### src/rtl/uart_input_buffer_if.sv
// rtl/uart_input_buffer_if.sv - word read port between the UART input buffer and its consumer
interface uart_input_buffer_if;
  logic        UART_read_enable;
  logic        input_ready;
  logic [31:0] input_data;

  modport master (
    output UART_read_enable,
    input  input_ready,
    input  input_data
  );

  modport slave (
    input  UART_read_enable,
    output input_ready,
    output input_data
  );
endinterface

### src/rtl/uart_input_buffer.sv
// rtl/uart_input_buffer.sv - 8N1 receiver packing big-endian 32-bit words into a show-ahead FIFO
module uart_input_buffer #(
  parameter int CLK_PER_BIT    = 868,
  parameter int FIFO_DEPTH_LOG = 2
) (
  input  logic                clk,
  input  logic                reset,
  input  logic                rxd,
  input  logic                error_clear,
  output logic                overrun,
  output logic                frame_error,
  uart_input_buffer_if.slave  host
);

  localparam int CW    = $clog2(CLK_PER_BIT);
  localparam int DEPTH = 1 << FIFO_DEPTH_LOG;
  localparam int PW    = FIFO_DEPTH_LOG + 1;
  localparam logic [CW-1:0] HALF_M1 = CW'(CLK_PER_BIT / 2 - 1);
  localparam logic [CW-1:0] FULL_M1 = CW'(CLK_PER_BIT - 1);

  typedef enum logic [1:0] {IDLE, START, DATA, STOP} state_t;

  state_t          state;
  logic            rxd_meta;
  logic            rxd_sync;
  logic [CW-1:0]   cyc;
  logic [2:0]      bit_cnt;
  logic [7:0]      shift;
  logic            byte_valid;
  logic [1:0]      byte_cnt;
  logic [23:0]     partial;
  logic [31:0]     mem [DEPTH];
  logic [PW-1:0]   wr_ptr;
  logic [PW-1:0]   rd_ptr;
  logic            empty;
  logic            full;
  logic            push;
  logic            pop;
  logic            do_write;

  assign empty    = (wr_ptr == rd_ptr);
  assign full     = (wr_ptr[PW-1] != rd_ptr[PW-1]) && (wr_ptr[PW-2:0] == rd_ptr[PW-2:0]);
  assign push     = byte_valid && (byte_cnt == 2'd3);
  assign pop      = host.UART_read_enable && !empty;
  // A pop in the same cycle frees the slot, so a full FIFO still accepts the word.
  assign do_write = push && (!full || pop);

  assign host.input_ready = !empty;
  assign host.input_data  = empty ? 32'd0 : mem[rd_ptr[PW-2:0]];

  // Two-flop synchroniser for the asynchronous serial line, idling high.
  always_ff @(posedge clk or negedge reset) begin
    if (!reset) begin
      rxd_meta <= 1'b1;
      rxd_sync <= 1'b1;
    end else begin
      rxd_meta <= rxd;
      rxd_sync <= rxd_meta;
    end
  end

  // Receive FSM: mid-bit sampling, LSB-first shift, one-cycle byte_valid on a good stop bit.
  always_ff @(posedge clk or negedge reset) begin
    if (!reset) begin
      state       <= IDLE;
      cyc         <= '0;
      bit_cnt     <= 3'd0;
      shift       <= 8'd0;
      byte_valid  <= 1'b0;
      frame_error <= 1'b0;
    end else begin
      byte_valid <= 1'b0;
      if (error_clear) frame_error <= 1'b0;
      case (state)
        IDLE: begin
          if (!rxd_sync) begin
            cyc   <= HALF_M1;
            state <= START;
          end
        end
        START: begin
          if (cyc != '0) begin
            cyc <= cyc - 1'b1;
          end else if (!rxd_sync) begin
            cyc     <= FULL_M1;
            bit_cnt <= 3'd0;
            state   <= DATA;
          end else begin
            state <= IDLE;
          end
        end
        DATA: begin
          if (cyc != '0) begin
            cyc <= cyc - 1'b1;
          end else begin
            shift <= {rxd_sync, shift[7:1]};
            cyc   <= FULL_M1;
            if (bit_cnt == 3'd7) state <= STOP;
            else                 bit_cnt <= bit_cnt + 3'd1;
          end
        end
        STOP: begin
          if (cyc != '0) begin
            cyc <= cyc - 1'b1;
          end else begin
            state <= IDLE;
            if (rxd_sync) byte_valid  <= 1'b1;
            else          frame_error <= 1'b1;
          end
        end
        default: state <= IDLE;
      endcase
    end
  end

  // Word assembly: first byte lands in the most significant lane.
  always_ff @(posedge clk or negedge reset) begin
    if (!reset) begin
      byte_cnt <= 2'd0;
      partial  <= 24'd0;
    end else if (byte_valid) begin
      case (byte_cnt)
        2'd0:    partial[23:16] <= shift;
        2'd1:    partial[15:8]  <= shift;
        2'd2:    partial[7:0]   <= shift;
        default: ;
      endcase
      byte_cnt <= byte_cnt + 2'd1;
    end
  end

  // FIFO storage; stale entries are harmless because the pointers define validity.
  always_ff @(posedge clk) begin
    if (do_write) mem[wr_ptr[PW-2:0]] <= {partial, shift};
  end

  // FIFO pointers and the sticky overrun flag; a set event beats error_clear.
  always_ff @(posedge clk or negedge reset) begin
    if (!reset) begin
      wr_ptr  <= '0;
      rd_ptr  <= '0;
      overrun <= 1'b0;
    end else begin
      if (do_write) wr_ptr <= wr_ptr + 1'b1;
      if (pop)      rd_ptr <= rd_ptr + 1'b1;
      if (push && full && !pop) overrun <= 1'b1;
      else if (error_clear)     overrun <= 1'b0;
    end
  end

endmodule

### src/flat_wrapper.sv
// flat-port wrapper written by rule: the top's interface ports become plain ports
module uart_input_buffer_flat 
#(
  parameter int CLK_PER_BIT    = 868,
  parameter int FIFO_DEPTH_LOG = 2
)
  (clk, reset, rxd, error_clear, overrun, frame_error, host_UART_read_enable, host_input_ready, host_input_data);
  uart_input_buffer_if host_i ();
  input  logic clk;
  input  logic reset;
  input  logic rxd;
  input  logic error_clear;
  output logic overrun;
  output logic frame_error;
  input wire logic [$bits(host_i.UART_read_enable)-1:0] host_UART_read_enable;
  output wire logic [$bits(host_i.input_ready)-1:0] host_input_ready;
  output wire logic [$bits(host_i.input_data)-1:0] host_input_data;
  assign host_i.UART_read_enable = host_UART_read_enable;
  assign host_input_ready = host_i.input_ready;
  assign host_input_data = host_i.input_data;
  uart_input_buffer #(.CLK_PER_BIT(CLK_PER_BIT), .FIFO_DEPTH_LOG(FIFO_DEPTH_LOG)) u_core (.clk(clk), .reset(reset), .rxd(rxd), .error_clear(error_clear), .overrun(overrun), .frame_error(frame_error), .host(host_i));
endmodule
### config.mk
export PLATFORM = sky130hd
export DESIGN_NAME = uart_input_buffer_flat
export DESIGN_NICKNAME = d
export VERILOG_FILES = /design/src/rtl/uart_input_buffer_if.sv /design/src/rtl/uart_input_buffer.sv /design/src/flat_wrapper.sv
export SDC_FILE = /design/constraint.sdc
export NUM_CORES = 1
export LEC_CHECK = 0
export CAP_MARGIN = 20
export CELL_PAD_IN_SITES_DETAIL_PLACEMENT = 0
export CELL_PAD_IN_SITES_GLOBAL_PLACEMENT = 2
export CORE_ASPECT_RATIO = 1.5
export CORE_UTILIZATION = 45
export DETAILED_ROUTE_END_ITERATION = 8
export MAX_ROUTING_LAYER = met4
export PLACE_DENSITY_LB_ADDON = 0.1
export SLEW_MARGIN = 10
export SYNTH_ARGS = -nofsm -noshare
export SYNTH_HDL_FRONTEND = slang
export SYNTH_SLANG_ARGS = --single-unit
### constraint.sdc
create_clock -name clk -period 5.5 [get_ports clk]
set_input_delay 1.1 -clock clk [delete_from_list [all_inputs] [get_ports clk]]
set_output_delay 1.1 -clock clk [all_outputs]
set_load 0.05 [all_outputs]
==> flow_summary.html, run 1 <==
<table>
<tr><th>Metric</th><th>Value</th></tr>
<tr><th colspan="2">CTS</th></tr>
<tr><td>Post_cts resized</td><td>0</td></tr>
<tr><td>Buffer type at the clock tree root</td><td>clkbuf_16</td></tr>
<tr><td>H-tree depth reported by CTS</td><td>4</td></tr>
<tr><td># hold bufs at CTS</td><td>0</td></tr>
<tr><td>CTS max path bufs</td><td>2</td></tr>
<tr><td>Post-CTS Setup Inserts</td><td>0</td></tr>
<tr><td>Clock latency at the later pin of the worst-skew pair</td><td>0.42 ns</td></tr>
<tr><td>TritonCTS clock tree</td><td>built</td></tr>
<tr><td>Total clock buffers created by CTS</td><td>17</td></tr>
<tr><td>Number of sinks on the clock net</td><td>roughly 190</td></tr>
<tr><td>Clock-pin slew reported for the worst setup and hold paths after clock tree synthesis</td><td>0.08 ns</td></tr>
<tr><th colspan="2">Finish</th></tr>
<tr><td>NumNets Final</td><td>521</td></tr>
<tr><td>Filler cell count</td><td>1398</td></tr>
<tr><td>Fraction of final layout cells with drive strength greater than 1</td><td>23.29%</td></tr>
<tr><td># diodes</td><td>0</td></tr>
<tr><td>Layout overhead on the synthesized area</td><td>16.00%</td></tr>
<tr><th colspan="2">Pwr</th></tr>
<tr><td>Net Sw Frac</td><td>between 20% and 30%</td></tr>
<tr><td>Pint</td><td>2.162 mW</td></tr>
<tr><td>Fraction of power consumed by sequential logic</td><td>a little over half</td></tr>
<tr><td>Combinational share of power</td><td>0.5%</td></tr>
<tr><td>Power spent charging and discharging nets</td><td>0.6005 mW</td></tr>
<tr><td>Maximum vdd drop</td><td>158.8 uV</td></tr>
<tr><td>Clk network pwr share</td><td>45.3%</td></tr>
<tr><td>Total power per unit cell area</td><td>307.0 nW/um^2</td></tr>
<tr><td>Leakage power figure</td><td>3.673 nW</td></tr>
<tr><th colspan="2">Floorplanning</th></tr>
<tr><td>Die area</td><td>17780 um^2</td></tr>
<tr><td>Die height</td><td>162.8 um</td></tr>
<tr><td>Io pins</td><td>40</td></tr>
<tr><td>Row count</td><td>58</td></tr>
<tr><td>Effective utilization at floorplan</td><td>46.08%</td></tr>
<tr><td>Die Span X</td><td>109.2 um</td></tr>
<tr><td>Area of the placeable core</td><td>16840 um^2</td></tr>
<tr><th colspan="2">Routing</th></tr>
<tr><td>Wirelength per Cell</td><td>roughly 20 um</td></tr>
<tr><td>Post-DR vias/cell</td><td>5.528</td></tr>
<tr><td>Number of DRC markers after the initial detailed-route iteration</td><td>~220</td></tr>
<tr><td>Final ANT Viol Nets</td><td>0</td></tr>
<tr><td>Residual DRC count</td><td>0</td></tr>
<tr><td>Vias</td><td>3986</td></tr>
<tr><td>Number of optimization iterations in the first detailed-route pass</td><td>4</td></tr>
<tr><td>Drt total wl</td><td>approximately 14 mm</td></tr>
<tr><th colspan="2">Critical path</th></tr>
<tr><td>Setup crit start</td><td>u_core.rd_ptr[0]</td></tr>
<tr><td>Setup slack on the worst flop-to-flop path</td><td>2.95 ns</td></tr>
<tr><td>Worst path arrival time</td><td>3.12 ns</td></tr>
<tr><td>Type of the worst setup path</td><td>reg -&gt; out</td></tr>
<tr><td>Critical Path Fanout Max</td><td>18</td></tr>
<tr><td>Highest cell delay on the worst timing path</td><td>0.76 ns</td></tr>
<tr><td>Launch point of the worst reg-to-reg path</td><td>u_core.cyc[0]</td></tr>
<tr><td>Element type at the critical path end</td><td>output port</td></tr>
<tr><td>Reg2reg end</td><td>u_core.cyc[0]</td></tr>
<tr><td>Cell Chain, Critical Path</td><td>buf_4 -&gt; mux4_2 -&gt; and2_1 -&gt; clkdlybuf4s50_1</td></tr>
<tr><td>Worst Reg2Reg Path Length in Cells</td><td>6</td></tr>
<tr><td>Destination of the critical timing path</td><td>host_input_data[17]</td></tr>
<tr><td>Data required time of the worst path</td><td>4.40 ns</td></tr>
<tr><td>Kind of launch point of the worst setup path</td><td>flop</td></tr>
<tr><td>Worst path slowest cell</td><td>dfrtp_2</td></tr>
<tr><th colspan="2">Timing</th></tr>
<tr><td>Shortest clock period the worst path allows after layout</td><td>around 4.2 ns</td></tr>
<tr><td>Number of endpoints with negative hold slack in the final report</td><td>0</td></tr>
<tr><td>Share of the clock period used by the worst path</td><td>76.66%</td></tr>
<tr><td>Transition time at the pin with the least slew margin</td><td>0.7533 ns</td></tr>
<tr><td>Setup repair after global routing missed its margin</td><td>no</td></tr>
<tr><td>Post-layout worst setup margin</td><td>1.284 ns</td></tr>
<tr><td>Final worst clock skew</td><td>0.01440 ns</td></tr>
<tr><td>Sum of negative setup slack</td><td>0 ns</td></tr>
<tr><td>Maximum operating frequency</td><td>237.2 MHz</td></tr>
<tr><td>Worst slew margin relative to its limit</td><td>49.78%</td></tr>
<tr><td>Final Max Slew Viols</td><td>0</td></tr>
<tr><td>Final setup vio count</td><td>0</td></tr>
<tr><th colspan="2">Yosys</th></tr>
<tr><td>Mean Syn Cell Area</td><td>between 15 and 20 um^2</td></tr>
<tr><td>Seq/Total Area, Yosys</td><td>68.94%</td></tr>
<tr><td>Mapped Area</td><td>7757 um^2</td></tr>
<tr><td>Post-synthesis async set-or-reset flop share</td><td>31.91%</td></tr>
<tr><td>Distinct cell type count after synthesis</td><td>52</td></tr>
<tr><td>Synthesis-stage register bit count</td><td>188</td></tr>
<tr><td>Cell types with the largest area share after synthesis</td><td>edfxtp_1, dfrtp_1, mux4_2, mux2_2, and2_1</td></tr>
<tr><td>Top-area cell type share of the netlist area</td><td>a little under 50%</td></tr>
<tr><td>Synth top cells by count</td><td>edfxtp_1, dfrtp_1, and2_1, mux2_2, mux4_2</td></tr>
<tr><td>Post-synth net total</td><td>471</td></tr>
<tr><td>Leading register cell type out of synthesis</td><td>edfxtp_1</td></tr>
<tr><td>Yosys synthesis warning count</td><td>0</td></tr>
<tr><td>Cell type with the highest aggregate area in the netlist</td><td>edfxtp_1</td></tr>
<tr><td>Number of synthesized flops with an enable pin</td><td>roughly 130</td></tr>
<tr><td>Most instantiated library cell after synthesis</td><td>edfxtp_1</td></tr>
<tr><td>Gate count of the mapped netlist</td><td>448</td></tr>
<tr><th colspan="2">Placed design</th></tr>
<tr><td>Post-place setup slack</td><td>between 1.5 and 2 ns</td></tr>
<tr><td>Port-buffer cells</td><td>39</td></tr>
<tr><td>Weighted congestion reported at the end of routability-driven placement</td><td>0.8088</td></tr>
<tr><td>Post-DP HPWL</td><td>8.774 mm</td></tr>
<tr><th colspan="2">Outcome</th></tr>
<tr><td>Status</td><td>completed</td></tr>
<tr><th colspan="2">Global route</th></tr>
<tr><td>Tot GR Track Use</td><td>18.33%</td></tr>
<tr><td>First-pass GRT wire length</td><td>22.89 mm</td></tr>
<tr><td>Maximum number of pins on one net before global-route repair</td><td>55</td></tr>
<tr><td>Total global routing overflow</td><td>0</td></tr>
<tr><td>Vias in the first global route</td><td>about 4200</td></tr>
<tr><td>Antenna violations before repair</td><td>0</td></tr>
<tr><th colspan="2">Worst hold path</th></tr>
<tr><td>Worst Hold Path Cells</td><td>0</td></tr>
<tr><td>Worst min path class</td><td>reg -&gt; reg</td></tr>
<tr><th colspan="2">Job</th></tr>
<tr><td>Number of violations of the max-capacitance limit</td><td>0</td></tr>
</table>
[critical path: cells and delay by family, from the launching register on]
family,cells,cell delay [ns]
buffers and inverters,2,1.17
DFF,1,0.76
muxes,1,0.58
and+or+nand+nor,1,0.17
[cell usage in the layout, fill, tap and decap left out, types with 2 or more instances in the layout]
cell,netlist,layout
buf_4,0,9
a21o_1,2,2
and2_1,37,37
nand3_1,4,4
clkbuf_16,0,17
nor2_1,5,5
dfstp_2,2,2
mux2_4,2,2
dfrtp_1,58,57
xor2_1,3,3
clkinv_8,0,2
mux2_2,32,32
a31oi_1,4,4
nand4_1,3,3
a41oi_1,5,5
a21oi_1,4,4
edfxtp_1,128,128
nor3_1,4,4
mux4_2,32,32
o21ai_0,7,7
o31ai_1,7,7
ha_1,18,18
inv_1,20,20
clkdlybuf4s50_1,0,38
a211oi_1,4,4
o22ai_1,3,3
nand2_1,16,16
xnor2_1,5,5
o32ai_1,2,2
inv_8,0,7
[metrics by stage]
step           power [mW]  std cells  util, %  cell area, um^2  hold WS [ns]
6_report            2.762        721    53.45             8999        0.3538
5_1_grt             2.848        721    53.45             8999        0.3508
4_1_cts             2.792        720    53.42             8994        0.3540
3_5_place_dp        1.544        688    49.78             8381        0.3497
3_3_place_gp        1.544        688    49.78             8381        0.3488
2_1_floorplan       1.530        448        -             7757        0.3452
[flip-flops by register name (all words and copies together) (netlist names), 2 cells and up, named ones only]
register	count
u_core.partial	24
u_core.wr_ptr	3
u_core.bit_cnt	3
u_core.mem	128
u_core.rd_ptr	3
u_core.shift	8
u_core.byte_cnt	2
u_core.cyc	10
[power by group through the flow]
| stage | combinational, mW | sequential (mW) | clock [mW] |
|---|---|---|---|
| global placement | 0.0152 | 1.53 | 0 |
| global route | 0.0166 | 1.50 | 1.33 |
| finish | 0.0141 | 1.50 | 1.25 |
| floorplan | 0.00142 | 1.53 | 0 |
| CTS | 0.0151 | 1.50 | 1.28 |
| detailed placement | 0.0151 | 1.53 | 0 |
[area by class of cell]
cell class                 instances  area [um^2]  area share, %
tap                              210        262.8          2.920
clock inverter                    15        187.7          2.086
timing repair buffer              49        457.9          5.089
multi-input combinational        222         2241          24.90
sequential                       188         5349          59.44
clock buffer                      17        425.4          4.727
inverter                          20        75.07         0.8343
[layer usage]
metal	wire length [um]	GRT usage, %	vias up
li1	-	-	1830
met1	5859	20.83	2071
met2	7907	31.85	66
met3	398	3.401	19
met4	255	6.788	0
met5	0	-	-
[logic make-up after synthesis]
kind of cell / share of synthesized area, %
adder cells (fa/ha/maj): 2.903
XOR/XNOR: 0.9033
flip-flops: 68.94
multiplexers: 14.45
buffers and inverters: 2.177
AND/OR/NAND/NOR: 5.936
AO/OA/AOI/OAI: 4.694
[worst min path at each step]
stage                          from         endpoint
finish              u_core.rxd_meta  u_core.rxd_sync
global route        u_core.rxd_meta  u_core.rxd_sync
CTS                 u_core.rxd_meta  u_core.rxd_sync
detailed placement  u_core.rxd_meta  u_core.rxd_sync
global placement    u_core.rxd_meta  u_core.rxd_sync
floorplan           u_core.rxd_meta  u_core.rxd_sync
Power figures use the tool's default switching activity.
==> run 2: changes to the inputs <==
Clock period 5.5 ns to 4.1 ns, I/O delays scaled along.
==> run 2 against run 1 <==
Clock power rose by 35%; total power grew 35%; final area shrank 0.43%; die area unchanged; via count is 1.3% higher; wire length increased by 6.0%; first-iteration DRC count is 26% lower; sequential share of layout area up 0.26 points; critical path type unchanged; critical endpoint is now host_input_data[28]; highest routed layer unchanged.
==> flow_summary.html, run 2 (same netlist as run 1, synthesis figures left out) <==
<table>
<tr><th>Metric</th><th>Value</th></tr>
<tr><th colspan="2">Timing</th></tr>
<tr><td>Setup repair after global routing missed its margin</td><td>no</td></tr>
<tr><td>Worst slew margin relative to its limit</td><td>45.46% (-4.3 points)</td></tr>
<tr><td>Transition time at the pin with the least slew margin</td><td>0.8181 ns (+0.06476 ns)</td></tr>
<tr><td>Final Max Slew Viols</td><td>0 (unchanged)</td></tr>
<tr><td>Share of the clock period used by the worst path</td><td>81.10%</td></tr>
<tr><td>Maximum operating frequency</td><td>300.7 MHz</td></tr>
<tr><td>Final setup vio count</td><td>0 (unchanged)</td></tr>
<tr><td>Shortest clock period the worst path allows after layout</td><td>3.325 ns</td></tr>
<tr><td>Post-layout worst setup margin</td><td>0.7747 ns (-0.5090 ns)</td></tr>
<tr><td>Sum of negative setup slack</td><td>0 ns (unchanged)</td></tr>
<tr><td>Final worst clock skew</td><td>0.01227 ns (-0.002125 ns)</td></tr>
<tr><td>Number of endpoints with negative hold slack in the final report</td><td>0 (unchanged)</td></tr>
<tr><th colspan="2">Critical path</th></tr>
<tr><td>Setup crit start</td><td>u_core.rd_ptr[0]</td></tr>
<tr><td>Launch point of the worst reg-to-reg path</td><td>u_core.rd_ptr[0]</td></tr>
<tr><td>Reg2reg end</td><td>u_core.mem[0][27]</td></tr>
<tr><td>Kind of launch point of the worst setup path</td><td>flop</td></tr>
<tr><td>Highest cell delay on the worst timing path</td><td>0.90 ns (+0.14 ns)</td></tr>
<tr><td>Element type at the critical path end</td><td>output port</td></tr>
<tr><td>CP delay by family, top</td><td>flip-flops</td></tr>
<tr><td>Type of the worst setup path</td><td>reg -&gt; out</td></tr>
<tr><td>Worst Reg2Reg Path Length in Cells</td><td>4 (-2)</td></tr>
<tr><td>Cell Chain, Critical Path</td><td>buf_12 -&gt; mux4_2 -&gt; and2_1 -&gt; buf_4</td></tr>
<tr><td>Number of buffer and inverter stages on the critical path</td><td>2 (unchanged)</td></tr>
<tr><td>Destination of the critical timing path</td><td>host_input_data[28]</td></tr>
<tr><td>Worst path slowest cell</td><td>dfrtp_2</td></tr>
<tr><td>Data required time of the worst path</td><td>3.28 ns (-1.12 ns)</td></tr>
<tr><td>Setup slack on the worst flop-to-flop path</td><td>1.41 ns (-1.54 ns)</td></tr>
<tr><td>Worst path arrival time</td><td>2.51 ns (-0.61 ns)</td></tr>
<tr><td>Critical Path Fanout Max</td><td>22 (+4)</td></tr>
<tr><td>Stages on the worst setup path</td><td>4 (unchanged)</td></tr>
<tr><th colspan="2">Routing</th></tr>
<tr><td>Number of optimization iterations in the first detailed-route pass</td><td>4 (unchanged)</td></tr>
<tr><td>Residual DRC count</td><td>0 (unchanged)</td></tr>
<tr><td>Final ANT Viol Nets</td><td>0 (unchanged)</td></tr>
<tr><td>Drt total wl</td><td>15.28 mm (+6.0%)</td></tr>
<tr><td>Vias</td><td>4038 (+1.3%)</td></tr>
<tr><td>Post-DR vias/cell</td><td>5.593 (+1.2%)</td></tr>
<tr><td>Wirelength per Cell</td><td>21.17 um (+5.8%)</td></tr>
<tr><td>Number of DRC markers after the initial detailed-route iteration</td><td>163 (-26%)</td></tr>
<tr><th colspan="2">CTS</th></tr>
<tr><td>H-tree depth reported by CTS</td><td>4 (unchanged)</td></tr>
<tr><td>Clock latency at the later pin of the worst-skew pair</td><td>0.42 ns (about the same)</td></tr>
<tr><td>Number of sinks on the clock net</td><td>188 (unchanged)</td></tr>
<tr><td>CTS max path bufs</td><td>2 (unchanged)</td></tr>
<tr><td>Post_cts resized</td><td>0 (unchanged)</td></tr>
<tr><td>Post-CTS Setup Inserts</td><td>0 (unchanged)</td></tr>
<tr><td>Clock-pin slew reported for the worst setup and hold paths after clock tree synthesis</td><td>0.07 ns (about the same)</td></tr>
<tr><td>Total clock buffers created by CTS</td><td>17 (unchanged)</td></tr>
<tr><td># hold bufs at CTS</td><td>0 (unchanged)</td></tr>
<tr><td>TritonCTS clock tree</td><td>built</td></tr>
<tr><td>Buffer type at the clock tree root</td><td>clkbuf_16</td></tr>
<tr><th colspan="2">Global route</th></tr>
<tr><td>Antenna violations before repair</td><td>0 (unchanged)</td></tr>
<tr><td>First-pass GRT wire length</td><td>24.22 mm (+5.8%)</td></tr>
<tr><td>Vias in the first global route</td><td>4247 (+0.78%)</td></tr>
<tr><td>Maximum number of pins on one net before global-route repair</td><td>36 (-35%)</td></tr>
<tr><td>Total global routing overflow</td><td>0 (unchanged)</td></tr>
<tr><td>Tot GR Track Use</td><td>19.53% (+1.2 points)</td></tr>
<tr><th colspan="2">Finish</th></tr>
<tr><td>Filler cell count</td><td>1418 (+1.4%)</td></tr>
<tr><td>Fraction of final layout cells with drive strength greater than 1</td><td>29.88% (+6.6 points)</td></tr>
<tr><td>Layout overhead on the synthesized area</td><td>15.50%</td></tr>
<tr><td># diodes</td><td>0 (unchanged)</td></tr>
<tr><td>Most frequent cells in the layout</td><td>edfxtp_1, dfrtp_1, buf_4, and2_1</td></tr>
<tr><td>Leading cell type in the layout, fill and taps excluded</td><td>edfxtp_1</td></tr>
<tr><td>Flip-flop count of the largest register, all copies and words added</td><td>128 (unchanged)</td></tr>
<tr><td>NumNets Final</td><td>522 (+0.19%)</td></tr>
<tr><th colspan="2">Floorplanning</th></tr>
<tr><td>Row count</td><td>58 (unchanged)</td></tr>
<tr><td>Die height</td><td>162.8 um (unchanged)</td></tr>
<tr><td>Area of the placeable core</td><td>16840 um^2 (unchanged)</td></tr>
<tr><td>Die Span X</td><td>109.2 um (unchanged)</td></tr>
<tr><td>Effective utilization at floorplan</td><td>46.08% (unchanged)</td></tr>
<tr><td>Io pins</td><td>40 (unchanged)</td></tr>
<tr><td>Die area</td><td>17780 um^2 (unchanged)</td></tr>
<tr><th colspan="2">Placed design</th></tr>
<tr><td>Weighted congestion reported at the end of routability-driven placement</td><td>0.8004 (-1.0%)</td></tr>
<tr><td>Post-DP HPWL</td><td>9.295 mm (+5.9%)</td></tr>
<tr><td>Post-place setup slack</td><td>1.147 ns (-0.5180 ns)</td></tr>
<tr><td>Port-buffer cells</td><td>39 (unchanged)</td></tr>
<tr><th colspan="2">Worst hold path</th></tr>
<tr><td>Worst min path class</td><td>reg -&gt; reg</td></tr>
<tr><th colspan="2">Pwr</th></tr>
<tr><td>Maximum vdd drop</td><td>358.8 uV (+130%)</td></tr>
<tr><td>Total power per unit cell area</td><td>415.6 nW/um^2 (+35%)</td></tr>
<tr><td>Leakage power figure</td><td>3.754 nW (+2.2%)</td></tr>
<tr><th colspan="2">Job</th></tr>
<tr><td>Number of violations of the max-capacitance limit</td><td>0 (unchanged)</td></tr>
<tr><th colspan="2">Outcome</th></tr>
<tr><td>Status</td><td>completed</td></tr>
</table>
-- run 2: changes by cell type in the layout (fill, tap and decap cells not counted) --
cell | before | now
buf_12 | 0 | 2
buf_4 | 9 | 41
bufinv_16 | 1 | 2
clkdlybuf4s50_1 | 38 | 5
clkinv_8 | 2 | 3
inv_12 | 1 | 0
inv_6 | 1 | 4
inv_8 | 7 | 3
-- run 2: cell type report --
cell class | instances | area, um^2 | area share [%]
Timing Repair Buffer | 50 | 407.9 | 4.552
Multi-Input combinational cell | 222 | 2241 | 25.01
Clock inverter | 15 | 198.9 | 2.220
Sequential cell | 188 | 5349 | 59.70
Inverter | 20 | 75.07 | 0.8379
Clock buffer | 17 | 425.4 | 4.748
Tap cell | 210 | 262.8 | 2.933
-- run 2: per-layer routing --
layer  vias to the layer above  GRT usage (%)  wire [um]  share of wire [%]
li1                       1830              -          -                  -
met1                      2131          22.63       6060                 40
met2                        64          34.42       8651                 57
met3                        13          3.121        376                2.5
met4                         0          6.000        195                1.3
met5                         -              -          0                  0
-- run 2: worst min path at each step --
| stage | endpoint | start | cells after the start | slack (ns) |
|---|---|---|---|---|
| after floorplan | u_core.rxd_sync | u_core.rxd_meta | 0 | 0.35 |
| after global placement | u_core.rxd_sync | u_core.rxd_meta | 0 | 0.35 |
| after detailed placement | u_core.rxd_sync | u_core.rxd_meta | 0 | 0.35 |
| after CTS | u_core.rxd_sync | u_core.rxd_meta | 0 | 0.36 |
| after global routing | u_core.rxd_sync | u_core.rxd_meta | 0 | 0.36 |
| final | u_core.rxd_sync | u_core.rxd_meta | 0 | 0.36 |
-- run 2: per-stage QoR --
step	total power [mW]	util, %	cells	hold WS (ns)	cell area, um^2
after global routing	3.849	53.22	722	0.3607	8960
after global placement	2.072	49.48	689	0.3470	8330
after CTS	3.766	53.19	721	0.3591	8955
after floorplan	2.052	-	448	0.3452	7757
after detailed placement	2.072	49.48	689	0.3482	8330
final	3.724	53.22	722	0.3575	8960
-- run 2: report_power, final --
group | switching [mW] | internal, mW | leakage, nW
Clock | 0.760 | 0.935 | 0.303
Sequential | 0.00126 | 2.01 | 2.30
Combinational | 0.0151 | 0.00429 | 1.15
